==> config.mk <==
export PLATFORM = sky130hd
export DESIGN_NAME = acc_sequencer
export DESIGN_NICKNAME = d
export VERILOG_FILES = /design/src/rtl/acc_sequencer.sv
export SDC_FILE = /design/constraint.sdc
export NUM_CORES = 1
export LEC_CHECK = 0
export ABC_AREA = 1
export CORE_MARGIN = 3
export CORE_UTILIZATION = 29
export DETAILED_ROUTE_END_ITERATION = 12
export HOLD_SLACK_MARGIN = 0.08
export PLACE_DENSITY = 0.88
export SYNTH_ARGS = -nofsm -noshare
export SYNTH_HDL_FRONTEND = slang
export SYNTH_SLANG_ARGS = --single-unit
==> constraint.sdc <==
create_clock -name clk -period 1.4 [get_ports clk]
set_clock_uncertainty 0.2 [all_clocks]
set_input_delay 0.21 -clock clk [delete_from_list [all_inputs] [get_ports clk]]
set_output_delay 0.21 -clock clk [all_outputs]
set_load 0.01 [all_outputs]
==> src/rtl/acc_sequencer.sv <==
`default_nettype none
// ============================================================================
// Module   : acc_sequencer
// Brief    : Sequences an external register+adder accumulator through an
//            N-term reduction and returns the sum on a valid/ready port.
// Revision : 1.0  initial release
// ============================================================================
module acc_sequencer #(
  parameter int MAC_MIN_WIDTH = 8,
  parameter int MAC_ACC_WIDTH = 4 * MAC_MIN_WIDTH,
  parameter int LEN_WIDTH     = 8
) (
  input  logic                     clk,
  input  logic                     rst,
  input  logic                     cfg_start,
  input  logic [LEN_WIDTH-1:0]     cfg_len,
  input  logic [MAC_ACC_WIDTH-1:0] cfg_init,
  input  logic                     cfg_abort,
  output logic                     busy,
  input  logic                     in_valid,
  output logic                     in_ready,
  input  logic [MAC_ACC_WIDTH-1:0] in_data,
  output logic                     acc_en,
  output logic                     acc_cset,
  output logic [MAC_ACC_WIDTH-1:0] acc_init,
  output logic                     acc_carry_in,
  output logic [MAC_ACC_WIDTH-1:0] acc_in,
  input  logic                     acc_carry_out,
  input  logic [MAC_ACC_WIDTH-1:0] acc_out,
  output logic                     out_valid,
  input  logic                     out_ready,
  output logic [MAC_ACC_WIDTH-1:0] out_data,
  output logic                     out_overflow
);

  localparam logic [2:0] c_IDLE  = 3'd0;
  localparam logic [2:0] c_LOAD  = 3'd1;
  localparam logic [2:0] c_ACCUM = 3'd2;
  localparam logic [2:0] c_DRAIN = 3'd3;
  localparam logic [2:0] c_DONE  = 3'd4;

  localparam logic [LEN_WIDTH-1:0] c_ONE = {{(LEN_WIDTH-1){1'b0}}, 1'b1};

  logic [2:0]               r_state;
  logic [LEN_WIDTH-1:0]     r_count;
  logic [MAC_ACC_WIDTH-1:0] r_init;
  logic                     r_ovf;
  logic                     w_take;

  // Abort masks in_ready combinationally so a product offered alongside it is refused.
  assign in_ready     = (r_state == c_ACCUM) && !cfg_abort;
  assign w_take       = in_valid && in_ready;
  assign acc_en       = w_take;
  assign acc_cset     = (r_state == c_LOAD);
  assign acc_init     = r_init;
  assign acc_carry_in = 1'b0;
  assign acc_in       = in_data;
  assign busy         = (r_state != c_IDLE);
  assign out_valid    = (r_state == c_DONE);
  assign out_data     = out_valid ? acc_out : '0;
  assign out_overflow = out_valid && r_ovf;

  always_ff @(posedge clk) begin
    if (rst) begin
      r_state <= c_IDLE;
      r_count <= '0;
      r_init  <= '0;
      r_ovf   <= 1'b0;
    end else if (cfg_abort && r_state != c_IDLE) begin
      r_state <= c_IDLE;
    end else begin
      case (r_state)
        c_IDLE: begin
          if (cfg_start) begin
            r_count <= cfg_len;
            r_init  <= cfg_init;
            r_ovf   <= 1'b0;
            r_state <= c_LOAD;
          end
        end
        c_LOAD: begin
          r_state <= (r_count != '0) ? c_ACCUM : c_DRAIN;
        end
        c_ACCUM: begin
          if (w_take) begin
            r_count <= r_count - c_ONE;
            r_ovf   <= r_ovf | acc_carry_out;
            if (r_count == c_ONE) begin
              r_state <= c_DRAIN;
            end
          end
        end
        c_DRAIN: begin
          // One cycle for the accumulator register to absorb the final add.
          r_state <= c_DONE;
        end
        c_DONE: begin
          if (out_ready) begin
            r_state <= c_IDLE;
          end
        end
        default: begin
          r_state <= c_IDLE;
        end
      endcase
    end
  end

endmodule
`default_nettype wire

# Yosys cells after proc, flatten, opt, wreduce, memory -nomap -nowiden
# Cells that the tools add are included.
# totals
in_bits	111
word_cells	42
ff_bits	44
out_inout_bits	103
# classes
muxes	13
add_sub_neg	1
n_reduce_logical	13
eq_ne	9
bitwise_logic	2
# ops
operator	n
32-bit 2-to-1 mux	1
8-bit 2-to-1 mux	2
8-bit case mux with 2 select lines	1
3-bit case mux with 5 select lines	1
3-bit 2-to-1 mux	4
8-bit by 1-bit == test with 1-bit output (second input constant)	1
4-bit AND reduction	2
8-bit nonzero test	1
8-bit by 1-bit subtractor with 8-bit output (second input constant)	1
3-bit by 2-bit == test with 1-bit output (second input constant)	2
1-bit logical AND	4
2-bit by 1-bit inequality test with 1-bit output (second input constant)	2
2-bit inequality test (second input constant)	2
3-bit by 1-bit == test with 1-bit output (second input constant)	1
3-bit == test (second input constant)	1
3-bit logical NOT	1
1-bit 2-to-1 mux	3
3-bit AND reduction	1
3-bit nonzero test	1
1-bit case mux with 2 select lines	1
2-bit nonzero test	1
2-bit OR reduction	1
1-bit logical NOT	1
1-bit inverter	1
1-bit bitwise OR	1

# Longest topological paths before layout
# depth
ltp_word	5
ltp_mapped	9
depth_no_buf	9

# Worst setup path after synthesis
# OpenSTA, ideal clock, no wires.
# synth_timing
path_kind	register to output
start	register r_state[2]
end	output port out_data[10]
arrival_time_ps	1149
setup_slack_ps	-159
path_stages_with_launch	6
required_ps	990
n_path_buf	1
path_cell_list	dfxtp_1 -> inv_2 -> nor3_2 -> inv_2 -> clkbuf_1 -> nor2_1
# synth_via
elab_chain_cells	2
# synth_rtl
item	line	text
start, declared	44	logic [2:0] r_state;
start signal, assigned	65	r_state <= c_IDLE;
start signal, assigned	70	r_state <= c_IDLE;
start signal, assigned	78	r_state <= c_LOAD;
3-bit == test	59	assign out_valid = (r_state == c_DONE);
via out_valid	30	output logic out_valid,
32-bit 2-to-1 mux	60	assign out_data = out_valid ? acc_out : '0;
end, declared	32	output logic [MAC_ACC_WIDTH-1:0] out_data,
# The timed path passes the listed nets, and every way through them passes these cells.

# Worst setup path after layout
# layout_timing
start	register r_state[1]
end	output port out_data[15]
# layout_via
elab_chain_cells	2
# layout_rtl
item	line
3-bit == test	59
32-bit 2-to-1 mux	60
# No other way between the ends.

==> run metrics <==
status=finished, violations left; failing checks=setup timing; grt ovf=0; Reg clk slew, reported paths=0.09 ns; die area=9850 um2; Total Power=8.08 mW; clk root buf=clkbuf_8; layout cells sized above 1=37.2%; max frequency=0.553 GHz; area of the multi-input gates=1450 um2; row cnt=33; peak supply drop=1.08 mV; final period utilization=129%; area grow syn2layout=90.5%; final setup violating endpoints=82; # diodes=0; pin count of the biggest net entering global routing=33; CP required=0.99 ns; pre-CTS setup slack=-0.568 ns; WS Path Type=reg2out; TNS Setup=-26.17 ns; Die Wd=99.3 um; yosys warns=0; Mapped Area=2520 um2; Final Slew Violations=0; delay-heaviest family, CP=buffers and inverters; sequential-to-total area share from yosys stat=34.9%; final hold vios=0; crit path launch type=register; largest stage delay on the critical path=0.36 ns; final setup margin=-0.409 ns; initial antenna violation count=0; All-Layer GR Usage=18.4%; CTS buffer count=5; min cycle time layout=1.81 ns; Cell Chain, Critical Path=nor3_4, inv_4, clkbuf_16, nor2_2, buf_2; Core Util, Final=57.6%; flops & latches, synth=44; CP Max Fanout=11; RSZ-0062 raised after global routing=true; total number of vias=3020; CP arrival=1.40 ns; WP buf/inv=3; fillers=715; pwr dens=1680 nW/um2; Distinct cells, synth=24; core footprint=8340 um2; syn nets=501; vias in the first global route=3102; Pre-antenna DRT Iters=5; Avg Inst Size Synth=6.52 um2; Top-Level Pins=214; Worst Hold Class=in2out; Post-DP HPWL=6670 um; Lkg Pwr=2.30 nW; drt via density=4.67; maxcap violations=0; nets=654; CTS Sinks=44; H-tree depth=2; DR DRC count=0; CTS tree=built; clk_lat worst skew=0.30 ns; routability cong.=0.889; Worst path slowest cell=dfxtp_4; Final ANT Viol Nets=0; die height=99.3 um; Max Root-Sink Buffers=2; PortBufs=148; register area=888 um2; first-pass GRT wire length=14700 um; initial drt markers=120; Post-Synthesis Cells=387; Initial Utilization=30.2%; WL final=9870 um; routed len/inst=15.3 um; critical path capture point type=output pin
## cells in the mapped netlist
| library cell | instances | area, um2 |
|---|---|---|
| a21oi_1 | 36 | 180 |
| a21oi_2 | 5 | 43.8 |
| buf_2 | 6 | 30.0 |
| buf_4 | 33 | 248 |
| buf_6 | 2 | 22.5 |
| clkbuf_1 | 11 | 41.3 |
| conb_1 | 1 | 3.75 |
| dfxtp_1 | 44 | 881 |
| ha_1 | 3 | 37.5 |
| inv_1 | 50 | 188 |
| inv_2 | 5 | 18.8 |
| nand2_1 | 75 | 282 |
| nand2_2 | 6 | 37.5 |
| nand3_1 | 46 | 230 |
| nand3_2 | 1 | 10.0 |
| nand4_1 | 2 | 12.5 |
| nor2_1 | 50 | 188 |
| nor2_2 | 1 | 6.26 |
| nor2_4 | 1 | 11.3 |
| nor3_1 | 1 | 5.00 |
| nor3_2 | 1 | 10.0 |
| o21ai_0 | 3 | 15.0 |
| o21ai_1 | 3 | 15.0 |
| or2_1 | 1 | 6.26 |
## flip-flops by register name, summed over array words and instances, names as in the netlist
signal	flops
r_ovf	1
acc_init	32
r_state	3
r_count	8
## kinds of logic after synthesis
kind of cell / Yosys count / synth area share (%)
other: 1 / 0.149
AOI/OAI and AO/OA: 47 / 10.1
buffers and inverters: 107 / 21.7
DFF: 44 / 34.9
adders and majority gates: 3 / 1.49
and+or+nand+nor: 185 / 31.6
## worst paths after layout
kind / slack [ns] / end / from / cells past startpoint
worst max-delay path: -0.41 / out_data[15] / r_state[1] / 5
worst min-delay path: 0.22 / acc_in[15] / in_data[15] / 0
worst max register to register: -0.35 / acc_init[4] / r_state[1] / 9
worst min register to register: 0.26 / acc_init[31] / acc_init[31] / 2
## power breakdown
group	total (mW)	internal (mW)	switching [mW]
sequential	1.84	1.59	0.247
clock	1.28	0.821	0.463
combinational	4.96	2.58	2.38
total	8.08	4.99	3.09
## area by class of cell
type                    instances  share of cell area (%)
multi-input cells             236                    30.1
well taps                     105                    2.73
clock inverters                 2                    1.25
flip-flops and latches         44                    18.5
repair buffers                198                    41.0
clock buffers                   6                    1.95
inverters                      55                    4.51
## worst reg2reg max path: cells and delay by family, from the launching register on
family,cells,cell delay (ns)
buffers and inverters,5,0.70
AO/OA/AOI/OAI,1,0.06
AND/OR/NAND/NOR,3,0.31
flip-flops,1,0.36
## repair_timing
item                       4_1_cts  5_1_grt
pin swaps                       25       12
hold endpoints to repair         0        0
gates resized for setup        232       55
cloned                           7        1
buffers inserted                11        5
setup endpoints to repair      114       86
hold buffers                     0        0
## through the flow
step | std cells | hold slack [ns] | area, um2
global route | 646 | 0.220 | 4800
CTS | 641 | 0.220 | 4650
detailed placement | 618 | 0.220 | 4170
floorplan | 387 | 0.148 | 2650
global placement | 618 | 0.220 | 4170
finish | 646 | 0.220 | 4800
## layout by cell type, fill, tap and decap left out, types with 3 or more instances in the layout
cell and n:
a21oi_2 16, nor2_4 8, clkdlybuf4s50_1 78, dfxtp_1 40, inv_2 4, nand3_1 35, nand3_2 10, nand2_2 18
nor2_2 27, o21ai_1 3, inv_1 48, dlygate4sd2_1 27, nand2_1 56, nor2_1 17, clkbuf_2 3, buf_4 24
clkdlybuf4s15_1 3, nand2_4 6, buf_16 7, buf_6 14, clkbuf_8 5, buf_2 30, a21oi_1 25, dfxtp_2 3
buf_12 8
## per-layer routing
layer	share of wire [%]	GRT usage (%)	vias up
li1	-	-	1473
met5	0	0	-
met4	2.9	6.72	0
met1	38	20.6	1375
met2	51	33.2	147
met3	8.7	5.26	25
Note: power is estimated with default switching activity, not from simulation.
